## config.mk

```make
export PLATFORM = sky130hd
export DESIGN_NAME = pipe_fifo_stage
export DESIGN_NICKNAME = d
export VERILOG_FILES = /design/src/rtl/pipe_fifo_stage.sv
export SDC_FILE = /design/constraint.sdc
export NUM_CORES = 1
export LEC_CHECK = 0
export BUFFER_PORTS_ARGS = -buffer_cell sky130_fd_sc_hd__buf_2
export CAP_MARGIN = 20
export CORE_MARGIN = 8
export CORE_UTILIZATION = 45
export CTS_CLUSTER_SIZE = 16
export DETAILED_ROUTE_END_ITERATION = 6
export HOLD_SLACK_MARGIN = 0.03
export PLACE_DENSITY = 0.72
export RECOVER_POWER = 100
export SYNTH_ARGS = -nofsm -noshare
export SYNTH_HDL_FRONTEND = slang
export SYNTH_SLANG_ARGS = --single-unit
```

## constraint.sdc

```tcl
create_clock -name i_clk -period 2.4 [get_ports i_clk]
set_input_delay 0.48 -clock i_clk [delete_from_list [all_inputs] [get_ports i_clk]]
set_output_delay 0.48 -clock i_clk [all_outputs]
set_load 0.02 [all_outputs]
```

## src/rtl/pipe_fifo_stage.sv

```systemverilog
// Elastic first-word-fall-through FIFO that re-presents an upstream valid/ready
// stream downstream, with occupancy and flag outputs for credit logic.
module pipe_fifo_stage #(
  parameter int WIDTH        = 8,
  parameter int DEPTH        = 4,
  parameter int AFULL_THRESH = 3
) (
  input  logic                       i_clk,
  input  logic                       i_reset,
  input  logic [WIDTH-1:0]           i_data,
  input  logic                       i_vld,
  output logic                       o_rdy,
  output logic [WIDTH-1:0]           o_data,
  output logic                       o_vld,
  input  logic                       i_rdy,
  input  logic                       i_flush,
  output logic [$clog2(DEPTH):0]     o_count,
  output logic                       o_full,
  output logic                       o_empty,
  output logic                       o_afull
);

  localparam int AW = $clog2(DEPTH);
  localparam int CW = AW + 1;
  localparam logic [CW-1:0] DEPTH_C  = CW'(DEPTH);
  localparam logic [CW-1:0] AFULL_C  = CW'(AFULL_THRESH);

  logic [WIDTH-1:0] mem [DEPTH];

  logic [AW-1:0] wr_ptr_q, wr_ptr_d;
  logic [AW-1:0] rd_ptr_q, rd_ptr_d;
  logic [CW-1:0] count_q,  count_d;

  logic push;
  logic pop;

  // Flags decode the count register only, so o_rdy never depends on i_rdy.
  assign o_full  = (count_q == DEPTH_C);
  assign o_empty = (count_q == '0);
  assign o_afull = (count_q >= AFULL_C);
  assign o_count = count_q;
  assign o_rdy   = ~o_full;
  assign o_vld   = ~o_empty;
  assign o_data  = mem[rd_ptr_q];

  assign push = i_vld & o_rdy;
  assign pop  = o_vld & i_rdy;

  always_comb begin
    wr_ptr_d = wr_ptr_q;
    rd_ptr_d = rd_ptr_q;
    count_d  = count_q;
    if (i_flush) begin
      // Flush drops everything, including a word offered this same cycle.
      rd_ptr_d = wr_ptr_q;
      count_d  = '0;
    end else begin
      if (push) wr_ptr_d = wr_ptr_q + AW'(1);
      if (pop)  rd_ptr_d = rd_ptr_q + AW'(1);
      case ({push, pop})
        2'b10:   count_d = count_q + CW'(1);
        2'b01:   count_d = count_q - CW'(1);
        default: count_d = count_q;
      endcase
    end
  end

  always_ff @(posedge i_clk) begin
    if (i_reset) begin
      wr_ptr_q <= '0;
      rd_ptr_q <= '0;
      count_q  <= '0;
    end else begin
      wr_ptr_q <= wr_ptr_d;
      rd_ptr_q <= rd_ptr_d;
      count_q  <= count_d;
    end
  end

  // Storage is intentionally not reset; contents are qualified by count.
  always_ff @(posedge i_clk) begin
    if (!i_reset && !i_flush && push) begin
      mem[wr_ptr_q] <= i_data;
    end
  end

endmodule

```

; ---- Yosys cells after proc, flatten, opt, wreduce, memory -nomap -nowiden
; Memory sizes are Yosys's and may differ from the RTL's. A register that Yosys moved wholly into a read port is not among the register bits.
; Cells that the tools add are included.
[totals]
register_bits = 7
mem_bits_rw = 32
in_bits = 13
output_inout_bits = 16
wordCells = 33
mem_count = 1
[op_classes]
n_addsub = 4
order_cmp = 1
n_eq_ne = 3
mux = 7
bitwise_logic = 5
reduce_logical = 9
[mem_list]
columns = memory, depth, word_bits, rd, rd_clocked_by_memory_dff, wr, line
row1 = mem, 4, 8, 1, 1, 1, 28  ; logic [WIDTH-1:0] mem [DEPTH];
[ops]
columns = cell, n
row1 = 2-to-1 mux 2 bit, 4
row2 = one-hot mux 3 bit (2 select lines), 1
row3 = adder 2 x 1 -> 2 bit (second input constant), 2
row4 = nonzero test 2 bit, 2
row5 = adder 3 x 1 -> 3 bit (second input constant), 1
row6 = equality test 3 bit (second input constant), 1
row7 = >= comparator 3 x 2 -> 1 bit (second input constant), 1
row8 = logical NOT 3 bit, 1
row9 = NOT 1 bit, 3
row10 = subtractor 3 x 1 -> 3 bit (second input constant), 1
row11 = AND 1 bit, 2
row12 = equality test 2 x 1 -> 1 bit (second input constant), 1
row13 = equality test 2 bit (second input constant), 1
row14 = logical AND 1 bit, 2
row15 = logical NOT 1 bit, 2
row16 = 2-to-1 mux 1 bit, 2
row17 = AND reduction 2 bit, 1
row18 = OR reduction 2 bit, 1

; ---- Depth between registers and ports, before layout
[logic_depth]
ltp_word = 7
mapped_depth = 9
depth_no_buf = 9

; ---- Worst setup path after synthesis
; Ideal clock, no wire load.
[synth_timing]
path_type = reg-to-reg
startpoint = reg count_q[2] (netlist: o_count[2])
endpoint = reg count_q[2] (netlist: o_count[2])
setup_time_ps = 70
t_arrival_ps = 1985
required_ps = 2330
path_slack_ps = 345
path_stages_with_launch = 9
path_buffers = 0
period_less_slack_ps = 2055
cell_sequence = dfxtp_1 nand3_2 nand2_1 ha_1 inv_1 fa_1 xor2_1 or3_1 a21oi_1
[synth_via]
elab_chain_cells = 5
word_cells_on_any_way = 12
classes_between = add/sub (2) / eq/ne (3) / mux (1) / bitwise (4) / reduce/logical (2)
[synth_lines]
columns = item, line
row1 = from (decl), 32  ; logic [CW-1:0] count_q, count_d;
row2 = from (signal assigned), 76  ; count_q <= count_d;
row3 = equality test 3 bit *, 38  ; assign o_full = (count_q == DEPTH_C);
row4 = NOT 1 bit *, 42  ; assign o_rdy = ~o_full;
row5 = via o_rdy, 12  ; output logic o_rdy,
row6 = AND 1 bit *, 46  ; assign push = i_vld & o_rdy;
row7 = equality test 2 x 1 -> 1 bit or equality test 2 bit (tied branches), 60  ; case ({push, pop})
row8 = one-hot mux 3 bit (2 select lines) or nonzero test 2 bit (tied branches), n/a
; Mark *: on every way through the listed nets, which the timed path passes. The rest lies on a longest branch.
; A chain may end at the register's enable or synchronous reset.

==> results.md <==
| Item | Value |
|:---|:---|
| Post-CTS clock slew at the launch and capture registers of the worst setup and hold paths | 0.07 ns |
| Initial core utilization | 0.465 |
| Min Hold Slack | 0.453 ns |
| Start-to-end type of the worst setup path | register to output port |
| Final count of hold timing violations | 0 |
| Pin count of the biggest net entering global routing | 13 |
| Wire per inst | 15.4 um |
| Worst clock skew | 0.00512 ns |
| Critical path peak fanout | 8 |
| Worst min-delay path class | input pin to register |
| Routed vias | 910 |
| Vias in the first global route | 1006 |
| Sort of element at the start of the critical path | register |
| Worst-skew pair later-pin latency | 0.29 ns |
| Number of search-and-repair iterations in the first detailed-routing pass | 4 |
| Worst hold stages | 1 |
| Y dimension of the die | 77.3 um |
| Cell at the root of the clock tree | sky130_fd_sc_hd__clkbuf_8 |
| Hold worst-path end | mem[2][0] |
| YS warnings | 0 |
| Total Negative Setup Slacks | 0 ns |
| Count of routing violations after the opening detailed-route iteration | 62 |
| Leak Pwr | 0.661 nW |
| Startpoint of the worst-slack reg-to-reg timing path | o_count[0] |
| Count of inserted antenna diode cells | 0 |
| Port Buf Inserts | 28 |
| Sum of overflow across all layers after global routing | 0 |
| Resized cells post-CTS | 0 |
| Achievable frequency | 471 MHz |
| Die width | 77.3 um |
| Synth Area per Inst | 16.9 um^2 |
| Total routing usage reported by global routing | 0.100 |
| Transition time at the pin with the least slew margin | 0.586 ns |
| Slew Limit Headroom | 0.609 |
| Cell count after synthesis | 100 |
| Global-route wire length before repair | 4620 um |
| Number of distinct standard cells referenced by the synthesized netlist | 31 |
| Final min period | 2.12 ns |
| Total half-perimeter wirelength after legalization and detailed placement | 2160 um |
| Type of destination of the critical path | output port |
| Worst slack, placed | 0.372 ns |
| Num ports | 29 |
| Setup repair after global routing missed its margin | false |
| CTS buffer count | 5 |
| Number of cells on the worst reg-to-reg path | 5 |
| Fraction of layout cells with a size suffix above 1 | 0.170 |
| Required time worst endpoint | 1.92 ns |
| Postcts setup bufs | 0 |
| Post-synthesis sequential area ratio | 0.675 |
| Number of nets at the end of the flow | 153 |
| Final critical-path setup slack | 0.278 ns |
| Total die area | 0.00597 mm^2 |
| Hold Crit Start | i_data[0] |
| Total routed wirelength | 2830 um |
| Period utilisation layout | 0.884 |
| Total clock sinks | 41 |
| Pins over their slew limit | 0 |
| Max VDD drop | 0.000462 V |
| Setup violation total in the final timing report | 0 |
| Pwr Density | 744 mW/mm^2 |
| Flop-to-flop setup slack | 0.35 ns |
| DR DRC count | 0 |
| Maximum clock insertion buffer count | 2 |
| Post-cts hold buffer count | 0 |
| Post-Syn Nets | 119 |
| # rows | 22 |
| Number of antenna violations at the first check in global routing | 0 |
| Synthesis-to-finish area growth | 14.7% |
| Post-synthesis instance area | 0.00169 mm^2 |
| Detail Route Antenna Nets | 0 |
| Outcome | complete, no violations |
| Final Wtd Congestion | 0.694 |
| Arrival time at the worst endpoint | 1.64 ns |
| Number of synthesized register bits | 41 |
| Placeable core area | 0.00363 mm^2 |
| Via density per instance | 4.97 |
| Endpoint of the worst-slack reg-to-reg timing path | mem[3][6] |
| Number of max-cap violations | 0 |
| CTS tree | yes |
| H-tree level count | 2 |
[critical path, stage by stage (launching register included)]
cell	delay [ns]
sky130_fd_sc_hd__dfxtp_1	0.31
sky130_fd_sc_hd__clkbuf_2	0.29
sky130_fd_sc_hd__mux4_2	0.56
sky130_fd_sc_hd__clkbuf_1	0.19
[cell families after synthesis]
| kind of cell | synth area share |
|---|---|
| xor+xnor | 0.0155 |
| flops | 0.675 |
| simple gates | 0.0792 |
| mux | 0.119 |
| compound gates | 0.0385 |
| buf+inv | 0.0237 |
| fa+ha+maj | 0.0489 |
[report_power, final]
group | leakage (nW) | internal (W) | total, W | switching (W)
Sequential | 0.363 | 0.000780 | 0.000792 | 0.0000122
Combinational | 0.245 | 0.0000498 | 0.000124 | 0.0000746
Clock | 0.0528 | 0.000307 | 0.000525 | 0.000218
Total | 0.661 | 0.00114 | 0.00144 | 0.000305
[synth_stat cells (all sizes together)]
cell    number  area share
nand2        2      0.0044
nand3        1      0.0059
clkinv       1      0.0030
o31a         1      0.0052
xor2         2       0.010
nor3         1      0.0030
a21o         1      0.0052
fa           1       0.012
nor3b        2       0.019
nand2b       2      0.0074
nor2         5       0.011
dfxtp        9        0.11
mux4         8        0.11
o31ai        1      0.0044
and2         4       0.015
o21ai        1      0.0030
a21oi        4       0.012
buf          2      0.0052
mux2i        1      0.0059
xnor2        1      0.0052
edfxtp      32        0.57
or2          1      0.0037
or3          2       0.010
inv          7       0.016
mux2         1      0.0067
o21a         2      0.0089
ha           5       0.037
[metrics by stage]
step,utilization,total power (W),std cells,instance area (um^2)
floorplan,-,0.000896,100,1690
global placement,0.520,0.000943,175,1890
global route,0.533,0.00150,183,1940
detailed placement,0.520,0.000947,175,1890
CTS,0.549,0.00147,183,2000
finish,0.533,0.00144,183,1940
[routing by layer]
metal / vias up / track usage / share of wire
met2: 27 / 0.177 / 0.51
met3: 6 / 0.0490 / 0.058
met5: - / 0 / 0
met1: 438 / 0.0957 / 0.41
li1: 439 / - / -
met4: 0 / 0.0453 / 0.019
[flip-flops by register name (all words and copies together), names as in the netlist, named ones only]
name	cells
mem	32
o_count	3
rd_ptr_q	2
wr_ptr_q	2
[worst max-delay path by stage]
stage	startpoint	to	slack (ns)	cells past startpoint
after global routing	o_count[0]	mem[2][1]	0.15	5
after CTS	register	o_data[1]	0.38	3
after detailed placement	i_rdy	o_count[2]	0.37	9
after floorplan	o_count[2]	o_count[2]	0.35	8
after global placement	i_rdy	o_count[2]	0.41	9
final	register	o_data[1]	0.28	3
[cell type report]
| class | count | area (um^2) |
|---|---|---|
| fill | 328 | 1700 |
| sequential | 41 | 1140 |
| multi-input combinational | 49 | 483 |
| timing repair buffer | 29 | 116 |
| clock buffer | 6 | 72.6 |
| tap | 48 | 60.1 |
| clock inverter | 2 | 33.8 |
| inverter | 8 | 31.3 |
[cells in the final DEF, fill, tap and decap left out, drive strengths merged]
master / synthesis / final
a21o: 1 / 1
a21oi: 4 / 4
and2: 4 / 4
buf: 2 / 5
bufinv: 0 / 1
clkbuf: 0 / 30
clkinv: 1 / 1
clkinvlp: 0 / 1
dfxtp: 9 / 9
edfxtp: 32 / 32
fa: 1 / 1
ha: 5 / 5
inv: 7 / 7
mux2: 1 / 1
mux2i: 1 / 1
mux4: 8 / 8
nand2: 2 / 2
nand2b: 2 / 2
nand3: 1 / 1
nor2: 5 / 5
nor3: 1 / 1
nor3b: 2 / 2
o21a: 2 / 2
o21ai: 1 / 1
o31a: 1 / 1
o31ai: 1 / 1
or2: 1 / 1
or3: 2 / 2
xnor2: 1 / 1
xor2: 2 / 2
Power figures use the tool's default switching activity.
